==> src/rtl/clk_div_bank.sv <==
// rtl/clk_div_bank.sv - runtime-programmable clock-divider bank; optional sync restart under CLKDIV_SYNC_EN
module clk_div_bank #(
    parameter int NUM_CH  = 2,
    parameter int CNT_W   = 8,
    parameter int DEF_DIV = 255
) (
    input  logic              clk_in,
    input  logic              rst,
    input  logic [NUM_CH-1:0] ch_en,
    input  logic              wr_en,
    input  logic [2:0]        wr_ch,
    input  logic [CNT_W-1:0]  wr_div,
    input  logic [2:0]        rd_ch,
`ifdef CLKDIV_SYNC_EN
    input  logic              sync,
`endif
    output logic [CNT_W-1:0]  rd_div,
    output logic [NUM_CH-1:0] clk,
    output logic [NUM_CH-1:0] tick
);

    localparam logic [CNT_W-1:0] DEF_VAL = CNT_W'(DEF_DIV);

    // Restart request common to all channels; tied off when the sync feature is absent.
    logic sync_req;
`ifdef CLKDIV_SYNC_EN
    assign sync_req = sync;
`else
    assign sync_req = 1'b0;
`endif

    // Active divide values of all channels, flattened for the readback mux.
    logic [NUM_CH*CNT_W-1:0] act_flat;
    logic [CNT_W-1:0]        rd_sel;

    for (genvar i = 0; i < NUM_CH; i++) begin : g_ch
        logic [CNT_W-1:0] cnt;
        logic [CNT_W-1:0] div_act;
        logic [CNT_W-1:0] div_pend;
        logic             pend;
        logic             clk_q;
        logic             tick_q;
        logic             wr_hit;
        logic             term;

        // Channel indices never exceed 7, so an out-of-range wr_ch simply matches nothing.
        assign wr_hit = wr_en && (wr_ch == 3'(i));
        assign term   = (cnt == div_act);

        // Per-channel divider: count to div_act, toggle, and swap in a pending value only at a boundary.
        always_ff @(posedge clk_in) begin
            if (rst) begin
                cnt      <= '0;
                div_act  <= DEF_VAL;
                div_pend <= DEF_VAL;
                pend     <= 1'b0;
                clk_q    <= 1'b0;
                tick_q   <= 1'b0;
            end else if (sync_req || !ch_en[i]) begin
                // Idle or restarting: output parked low, counter at zero, so a new value can land now.
                cnt    <= '0;
                clk_q  <= 1'b0;
                tick_q <= 1'b0;
                pend   <= 1'b0;
                if (wr_hit) begin
                    div_act  <= wr_div;
                    div_pend <= wr_div;
                end else if (pend) begin
                    div_act <= div_pend;
                end
            end else begin
                if (term) begin
                    cnt    <= '0;
                    clk_q  <= ~clk_q;
                    tick_q <= ~clk_q;
                    if (pend) begin
                        div_act <= div_pend;
                        pend    <= 1'b0;
                    end
                end else begin
                    cnt    <= cnt + CNT_W'(1);
                    tick_q <= 1'b0;
                end
                // A write landing on the boundary cycle waits for the following boundary.
                if (wr_hit) begin
                    div_pend <= wr_div;
                    pend     <= 1'b1;
                end
            end
        end

        assign clk[i]                      = clk_q;
        assign tick[i]                     = tick_q;
        assign act_flat[i*CNT_W +: CNT_W]  = div_act;
    end

    // Readback select; unmatched channel numbers read as zero.
    always_comb begin
        rd_sel = '0;
        for (int i = 0; i < NUM_CH; i++) begin
            if (rd_ch == 3'(i)) begin
                rd_sel = act_flat[i*CNT_W +: CNT_W];
            end
        end
    end

    // Registered readback of the active divide value.
    always_ff @(posedge clk_in) begin
        if (rst) begin
            rd_div <= DEF_VAL;
        end else begin
            rd_div <= rd_sel;
        end
    end

endmodule
==> config.mk <==
export PLATFORM = sky130hd
export DESIGN_NAME = clk_div_bank
export DESIGN_NICKNAME = d
export VERILOG_FILES = /design/src/rtl/clk_div_bank.sv
export SDC_FILE = /design/constraint.sdc
export NUM_CORES = 1
export LEC_CHECK = 0
export CORE_MARGIN = 2
export CORE_UTILIZATION = 33
export CTS_CLUSTER_DIAMETER = 30
export DETAILED_ROUTE_END_ITERATION = 12
export PLACE_DENSITY = 0.48
export SETUP_SLACK_MARGIN = 0.5
export SLEW_MARGIN = 20
export SYNTH_ARGS = -nofsm -noshare
export SYNTH_HDL_FRONTEND = slang
export SYNTH_SLANG_ARGS = --single-unit
==> constraint.sdc <==
create_clock -name clk_in -period 2.2 [get_ports clk_in]
set_input_delay 0.22 -clock clk_in [delete_from_list [all_inputs] [get_ports clk_in]]
set_output_delay 0.22 -clock clk_in [all_outputs]
set_load 0.01 [all_outputs]
==> results.ini, run 1 <==
[timing]
finalMaxSlewViolations = 0
fin_crit_ns = 1.58
rsz0062_at_grt = no
fmaxAchievable_mhz = 631
slew_headroom = 0.623
tightest_slew_ns = 0.564
final_hold_viol_count = 0
setup_viol = 0
timing.hold.ws_ns = 0.315
fin_worst_skew_ns = 0.00903
period_share = 0.720
tns_ns = 0

[pwr]
peakVddDrop_v = 0.000274
swShare = 0.232
power_uw = 2410
p_comb_frac = 0.091
seqPwrFrac = 0.488
p_leak_uw = 0.00140
p_switching_uw = 560
p_int_uw = 1850
p_per_area_nw_per_um2 = 647
pwr-share-clk = 0.421

[grt]
grt_pass1_vias = 2403
grt_pass1_wl_um = 12300
grt_start_max_net_pins = 27
globalRouteOverflowTotal = 0
antenna_found_initial = 0
grt_use_total = 0.162

[status]
status = finished, final reports clean

[drt]
drtIter0Drc = 88
first_pass_iters = 4
drcViolationCount = 0
vias = 2440
postRouteAntennaNets = 0
routedWlPerCell_um = 15.7
vias_per_cell = 5.18
wl_um = 7410

[min_path]
hp-class = in -> reg

[logic_synthesis]
synthArstFlopShare = 0
synth_xor_xnor_area_share = 0.0832
yosys.area_share.adder = 0.00849
synthFlopType = dfxtp_1
seq_area_frac_synth = 0.421
synth-simple-area-share = 0.168
synth-seq-cells = 62
syn_area_um2 = 2950
synth_top_family_by_area = compound AO/OA/AOI/OAI gates
ys_types = 41
syn_area_per_cell_um2 = 9.15
synth-compound-area-share = 0.185
synth_fp_nets = 343
synth_warnings = 0
synth-edff-count = 0
synthMuxAreaShare = 0.0768
syn_inst = 322

[clocking]
clk_path_buf_depth = 2
cts_root_buf = clkbuf_8
hold_buffers = 0
cts_tree = built
cts.sinks = 62
numCtsBuffers = 9
path_clk_slew_ns = 0.07
cts_max_level = 3
clk_latency_ns = 0.34

[floorplanning]
core_area_um2 = 8680
die_x_um = 98.5
io_pins = 31
die_area_um2 = 9710
start_util = 0.340
rows = 34
die_h_um = 98.5

[worst_setup_path]
required_ns = 2.43
startpoint_type = register
path_common_cell = and4_1
end_kind = register
cp.arrival_ns = 1.82
path_max_fanout = 6
slowest_delay_ns = 0.46
critPathBufInv = 0
slowest_stage = dfxtp_1
crit_path_cell_trace = xnor2_1, and4_1, and4_1, a221o_1
critPathKind = reg -> reg
critPathTopFamily = simple AND/OR/NAND/NOR gates

[layout]
fin_cells = 471
antenna_cells = 0
area_growth_pct = 26.7
final_cell_mix = dfxtp_1 (62), clkdlybuf4s50_1 (26), nor2_1 (20), buf_4 (19), xnor2_1 (18)
fin_nets = 379
drive_gt1_frac = 0.132
final_common_cell = dfxtp_1

[placement]
dp_cells = 450
hpwl_um = 5240
portBuffers = 30
gp_congestion = 0.784

[job]
cap_violations = 0

## sequential cells by signal (all words and copies together), names as in the netlist
register / flops
g_ch.cnt: 16
g_ch.div_act: 16
g_ch.div_pend: 16
rd_div: 8
g_ch.clk_q: 2
g_ch.pend: 2
g_ch.tick_q: 2
## power by group through the flow
stage | registers (uW) | clock network (uW) | logic (uW)
final | 1180 | 1020 | 219
after global routing | 1180 | 1090 | 240
after CTS | 1180 | 1050 | 214
after detailed placement | 1200 | 0 | 206
after global placement | 1200 | 0 | 204
after floorplan | 1200 | 0 | 109
## final cells by class
class,instances,area [um2]
Fill cell,890,4940
Clock buffer,13,159
Clock inverter,3,42.5
Multi-Input combinational cell,223,1590
Tap cell,108,135
Sequential cell,62,1240
Timing Repair Buffer,52,531
Inverter,10,37.5
## worst paths after layout
check / start / end / slack [ns] / cells past startpoint
setup / recovery: g_ch[0].cnt[0] / g_ch[0].div_act[3] / 0.62 / 4
setup reg to reg: g_ch[0].cnt[0] / g_ch[0].div_act[3] / 0.62 / 4
hold / removal: wr_ch[0] / g_ch[0].div_pend[6] / 0.32 / 5
hold reg to reg: g_ch[0].div_pend[1] / g_ch[0].div_pend[1] / 0.47 / 1
## per-layer routing
layer  vias up  wire (um)  global-route usage  part of all wire
met5         -          0                   0                 0
met4         0        150              0.0822             0.020
met3        13        325              0.0326             0.044
met2        63       3210               0.240              0.43
met1      1125       3730               0.224              0.50
li1       1239          -                   -                 -
## synthesized netlist by cell type, drive strengths merged (3+ instances only)
library cell  number  share of area
and3               5          0.011
a21oi             15          0.025
buf                9          0.022
inv               10          0.013
nor3              13          0.022
o21ai             11          0.019
or3                4         0.0085
mux2               5          0.019
and4               3         0.0089
a311oi             8          0.024
o21bai            14          0.036
dfxtp             62           0.42
nor2              20          0.025
clkbuf            18          0.023
xnor2             18          0.053
nand3             16          0.027
a211o              7          0.021
xor2              10          0.030
a221o              6          0.020
mux2i             17          0.058
o211ai            12          0.031
nand2             14          0.018
nand3b             3         0.0076
nand4              4         0.0085
## per-stage QoR
stage,utilization,area (um2),setup WS (ns)
floorplan,-,2950,0.572
global placement,0.391,3390,0.0864
detailed placement,0.391,3390,0.0601
CTS,0.421,3650,0.510
global route,0.430,3730,0.503
finish,0.430,3730,0.616
## timing repair
item | in CTS | in global routing
gates resized for setup | 5 | 9
pin swaps | 1 | 1
setup buffers | 1 | 2
endpoints found under the setup margin | 14 | 17
cloned | 1 | 1
## worst min-delay path, cell delays in order
cell	delay [ns]
dlymetal6s2s_1	0.11
buf_4	0.13
nor4b_1	0.05
nand2_1	0.06
nand2_1	0.05
## logic make-up (layout without fill, tap and decap cells)
kind of cell | count (synthesis) | count (layout)
AND/OR/NAND/NOR | 94 | 94
AO/OA/AOI/OAI | 77 | 77
flip-flops | 62 | 62
buffers and inverters | 37 | 78
XOR/XNOR | 28 | 28
multiplexers | 22 | 22
adder cells (fa/ha/maj) | 2 | 2
Power figures use the tool's default switching activity.
==> inputs of run 2 (changes only) <==
clock period = 1.5 ns   (was 2.2 ns; I/O delays follow)
==> results.ini, run 2 (same netlist as run 1, synthesis figures left out) <==
[layout]
reg.largest.list = g_ch.cnt: 16 flops, g_ch.div_act: 16 flops, g_ch.div_pend: 16 flops
drive_gt1_frac = 0.448
final_common_cell = buf_4
area_growth_pct = 47.7
final_cell_mix = buf_4 (56), dfxtp_1 (36), dfxtp_2 (21), mux2i_1 (17)
post-route-util = 0.502
antenna_cells = 0
fin_nets = 431

[timing]
period_share = 0.967
finalMaxSlewViolations = 0
rsz0062_at_grt = yes
fmaxAchievable_mhz = 690
setup_viol = 0
slew_headroom = 0.765
fin_worst_skew_ns = 0.00868
final_hold_viol_count = 0
tightest_slew_ns = 0.347
timing.final.ws_setup_ns = 0.0497
fin_crit_ns = 1.45

[grt]
antenna_found_initial = 0
grt_start_max_net_pins = 15
grt_pass1_wl_um = 13500
grt_pass1_vias = 2568
globalRouteOverflowTotal = 0
grt_use_total = 0.176

[drt]
wl_met1_um = 4150
route.met2.wl_um = 3750
met3_wirelength_um = 287
first_pass_iters = 4
vias_per_cell = 5.10
drcViolationCount = 0
wl_um = 8340
routedWlPerCell_um = 15.9
route.top_layer_used = met4
vias = 2669
postRouteAntennaNets = 0
drtIter0Drc = 101

[worst_setup_path]
r2r_end = g_ch[1].clk_q
required_ns = 1.77
end_kind = register
startpoint_type = register
r2r-start = g_ch[1].cnt[4]
r2r_setup_slack_ns = 0.05
worst_r2r_path_depth = 5
path_max_fanout = 3
critPathKind = reg -> reg
cp.arrival_ns = 1.72

[floorplanning]
core_area_um2 = 8680
die_area_um2 = 9710
die_x_um = 98.5
die_h_um = 98.5
io_pins = 31
rows = 34
start_util = 0.340

[job]
cap_violations = 0

[clocking]
cts_root_buf = clkbuf_8
cts_max_level = 3
cts.sinks = 62
hold_buffers = 0
numCtsBuffers = 9
clk_path_buf_depth = 2
path_clk_slew_ns = 0.08
clk_latency_ns = 0.34
cts_tree = built

[min_path]
hp-class = in -> reg
hold_end = g_ch[0].div_pend[6]
min_path_cells = 4
hp-start = wr_ch[0]

[placement]
gp_congestion = 0.802
dp_slack_ns = -0.543
portBuffers = 30
hpwl_um = 5600

[pwr]
power_uw = 3450
p_leak_uw = 0.00173
peakVddDrop_v = 0.000474
p_per_area_nw_per_um2 = 792

[status]
status = finished, final reports clean

==> run 2: cell count changes in the layout (fill, tap and decap cells not counted), moves of 12 or more <==
cell             change
buf_4               +37
dfxtp_2             +21
buf_6               +16
clkdlybuf4s50_1     -14
buf_2               +12
dfxtp_1             -26
==> run 2: timing repair <==
action                     CTS  global route
setup endpoints to repair   66            54
gates cloned                 4             0
buffers inserted             7            10
pin swaps                   31            27
hold endpoints to repair     0             0
gates resized for setup    131            40
==> run 2: power breakdown <==
part / total (uW) / internal [uW] / switching (uW)
Clock: 1310 / 635 / 676
Sequential: 1720 / 1680 / 32.6
Combinational: 419 / 223 / 196
==> run 2: through the flow <==
step,instances,cell area (um2),setup TNS (ns),hold WS [ns]
global placement,486,3690,-11.91,0.445
CTS,513,4130,0,0.105
finish,523,4350,0,0.120
floorplan,322,3060,-0.0423,0.249
detailed placement,486,3690,-12.31,0.447
global route,523,4350,-0.0243,0.130
==> run 2: how the worst max path moves through the flow <==
| stage | startpoint | end | slack, ns | cells past startpoint |
|---|---|---|---|---|
| 6_report | g_ch[1].cnt[4] | g_ch[1].clk_q | 0.05 | 5 |
| 5_1_grt | g_ch[1].div_act[7] | g_ch[1].clk_q | -0.02 | 5 |
| 4_1_cts | g_ch[1].cnt[4] | g_ch[1].clk_q | 0.1 | 5 |
| 3_5_place_dp | wr_ch[0] | g_ch[0].div_act[5] | -0.54 | 5 |
| 3_3_place_gp | wr_ch[0] | g_ch[0].div_act[4] | -0.52 | 5 |
| 2_1_floorplan | wr_ch[0] | g_ch[0].div_act[2] | -0.04 | 6 |
==> run 2: layout make-up <==
cell class | count | area, um2
clock buffer | 10 | 138
clock inverter | 6 | 37.5
fill | 848 | 4320
inverter | 10 | 37.5
multi-input combinational | 227 | 1900
sequential | 62 | 1290
tap | 108 | 135
timing repair buffer | 100 | 825
==> run 2: critical path, cell delays in order (launching register included) <==
cell	delay (ns)
dfxtp_2	0.33
xnor2_2	0.14
nand4_1	0.19
buf_4	0.19
or3_1	0.37
a21oi_2	0.15
==> run 2: routing by layer <==
layer,global-route usage,vias up
met4,0.0706,0
met1,0.256,1246
met2,0.260,51
li1,-,1362
met3,0.0298,10
met5,0,-
==> inputs of run 3 (changes only) <==
SETUP_SLACK_MARGIN = unset   (was 0.5)
==> results.ini, run 3 (same netlist as run 1, synthesis figures left out) <==
[clocking]
cts_max_level = 3
hold_buffers = 0
clk_latency_ns = 0.33
cts_tree = built
cts_root_buf = clkbuf_8
numCtsBuffers = 9
clk_path_buf_depth = 2
cts.sinks = 62
path_clk_slew_ns = 0.07

[timing]
timing.hold.ws_ns = 0.370
period_share = 0.946
fin_crit_ns = 1.42
finalMaxSlewViolations = 0
fin_worst_skew_ns = 0.00978
tightest_slew_ns = 0.407
rsz0062_at_grt = yes
fmaxAchievable_mhz = 704
final_hold_viol_count = 0
setup_viol = 0
slew_headroom = 0.725

[floorplanning]
die_x_um = 98.5
die_h_um = 98.5
core_area_um2 = 8680
io_pins = 31
die_area_um2 = 9710
start_util = 0.340
rows = 34

[worst_setup_path]
cp.arrival_ns = 1.67
r2r-start = g_ch[1].cnt[6]
startpoint_type = register
r2r_end = g_ch[1].div_act[7]
worst_r2r_path_depth = 4
r2r_setup_slack_ns = 0.08
required_ns = 1.75
end_kind = register
path_max_fanout = 8
critPathKind = reg -> reg

[layout]
final_cell_mix = buf_4 (58), dfxtp_1 (51), clkdlybuf4s50_1 (26), nor2_1 (19), mux2i_1 (17)
fin_area_um2 = 4030
final_common_cell = buf_4
antenna_cells = 0
area_growth_pct = 36.6
fin_nets = 419
drive_gt1_frac = 0.276
reg.largest.list = g_ch.cnt: 16 flops, g_ch.div_act: 16 flops, g_ch.div_pend: 16 flops

[drt]
first_pass_iters = 4
vias = 2569
postRouteAntennaNets = 0
wl_um = 7660
vias_per_cell = 5.04
drcViolationCount = 0
drtIter0Drc = 114
routedWlPerCell_um = 15.0

[placement]
hpwl_um = 5590
dpl_cell_area_um2 = 3680
portBuffers = 30
gp_congestion = 0.857

[min_path]
hp-class = in -> reg
hold_end = g_ch[0].div_pend[6]
min_path_cells = 4
hp-start = wr_ch[0]

[grt]
globalRouteOverflowTotal = 0
grt_use_total = 0.165
antenna_found_initial = 0
grt_pass1_wl_um = 12800
grt_start_max_net_pins = 21
grt_pass1_vias = 2524

[pwr]
p_leak_uw = 0.00157
peakVddDrop_v = 0.000435
p_per_area_nw_per_um2 = 869

[job]
cap_violations = 0

[status]
status = finished, final reports clean

-- run 3: stage by stage --
| step | util | power [uW] | setup TNS (ns) | setup slack (ns) | instances |
|---|---|---|---|---|---|
| final | 0.464 | 3500 | 0 | 0.0805 | 510 |
| after global routing | 0.464 | 3660 | -0.00605 | -0.00605 | 510 |
| after global placement | 0.424 | 2110 | -13.02 | -0.586 | 488 |
| after detailed placement | 0.424 | 2110 | -13.47 | -0.568 | 488 |
| after floorplan | - | 1920 | -0.0423 | -0.0423 | 322 |
| after CTS | 0.453 | 3550 | 0 | 0.0177 | 509 |
-- run 3: critical path, stage by stage (launching register included) --
cell      delay [ns]
dfxtp_4         0.36
xnor2_2         0.15
nand4_1         0.24
o21a_2          0.36
o211ai_1        0.22
-- run 3: report_power, final --
part,switching [uW],leakage (uW),internal (uW)
Combinational,167,0.000965,197
Clock,663,0.0000911,754
Sequential,28.3,0.000510,1690
Total,858,0.00157,2640
-- run 3: layer usage --
| metal | vias up | share of wire | global-route usage |
|---|---|---|---|
| li1 | 1315 | - | - |
| met2 | 57 | 0.43 | 0.244 |
| met4 | 0 | 0.018 | 0.0674 |
| met1 | 1189 | 0.51 | 0.236 |
| met3 | 8 | 0.042 | 0.0291 |
| met5 | - | 0 | 0 |
-- run 3: worst max path at each step --
stage	from	end	slack [ns]	cells past startpoint
4_1_cts	g_ch[0].div_act[0]	g_ch[0].div_act[1]	0.02	6
6_report	g_ch[1].cnt[6]	g_ch[1].div_act[7]	0.08	4
3_3_place_gp	wr_ch[1]	g_ch[1].div_act[5]	-0.59	7
3_5_place_dp	wr_ch[0]	g_ch[0].div_act[5]	-0.57	5
5_1_grt	g_ch[1].div_act[0]	g_ch[1].div_act[5]	-0.006	5
2_1_floorplan	wr_ch[0]	g_ch[0].div_act[2]	-0.04	6
-- run 3: layout make-up --
cell class,instances,area [um2]
fill,882,4650
multi-input combinational,224,1630
sequential,62,1260
clock buffer,9,124
tap,108,135
timing repair buffer,91,773
clock inverter,6,63.8
inverter,10,37.5
-- run 3: repair_timing --
item                       in CTS  in global routing
pin swaps                       4                  4
gates cloned                    1                  0
setup buffers                   5                  1
setup endpoints to repair      20                 35
gates resized for setup        10                 29
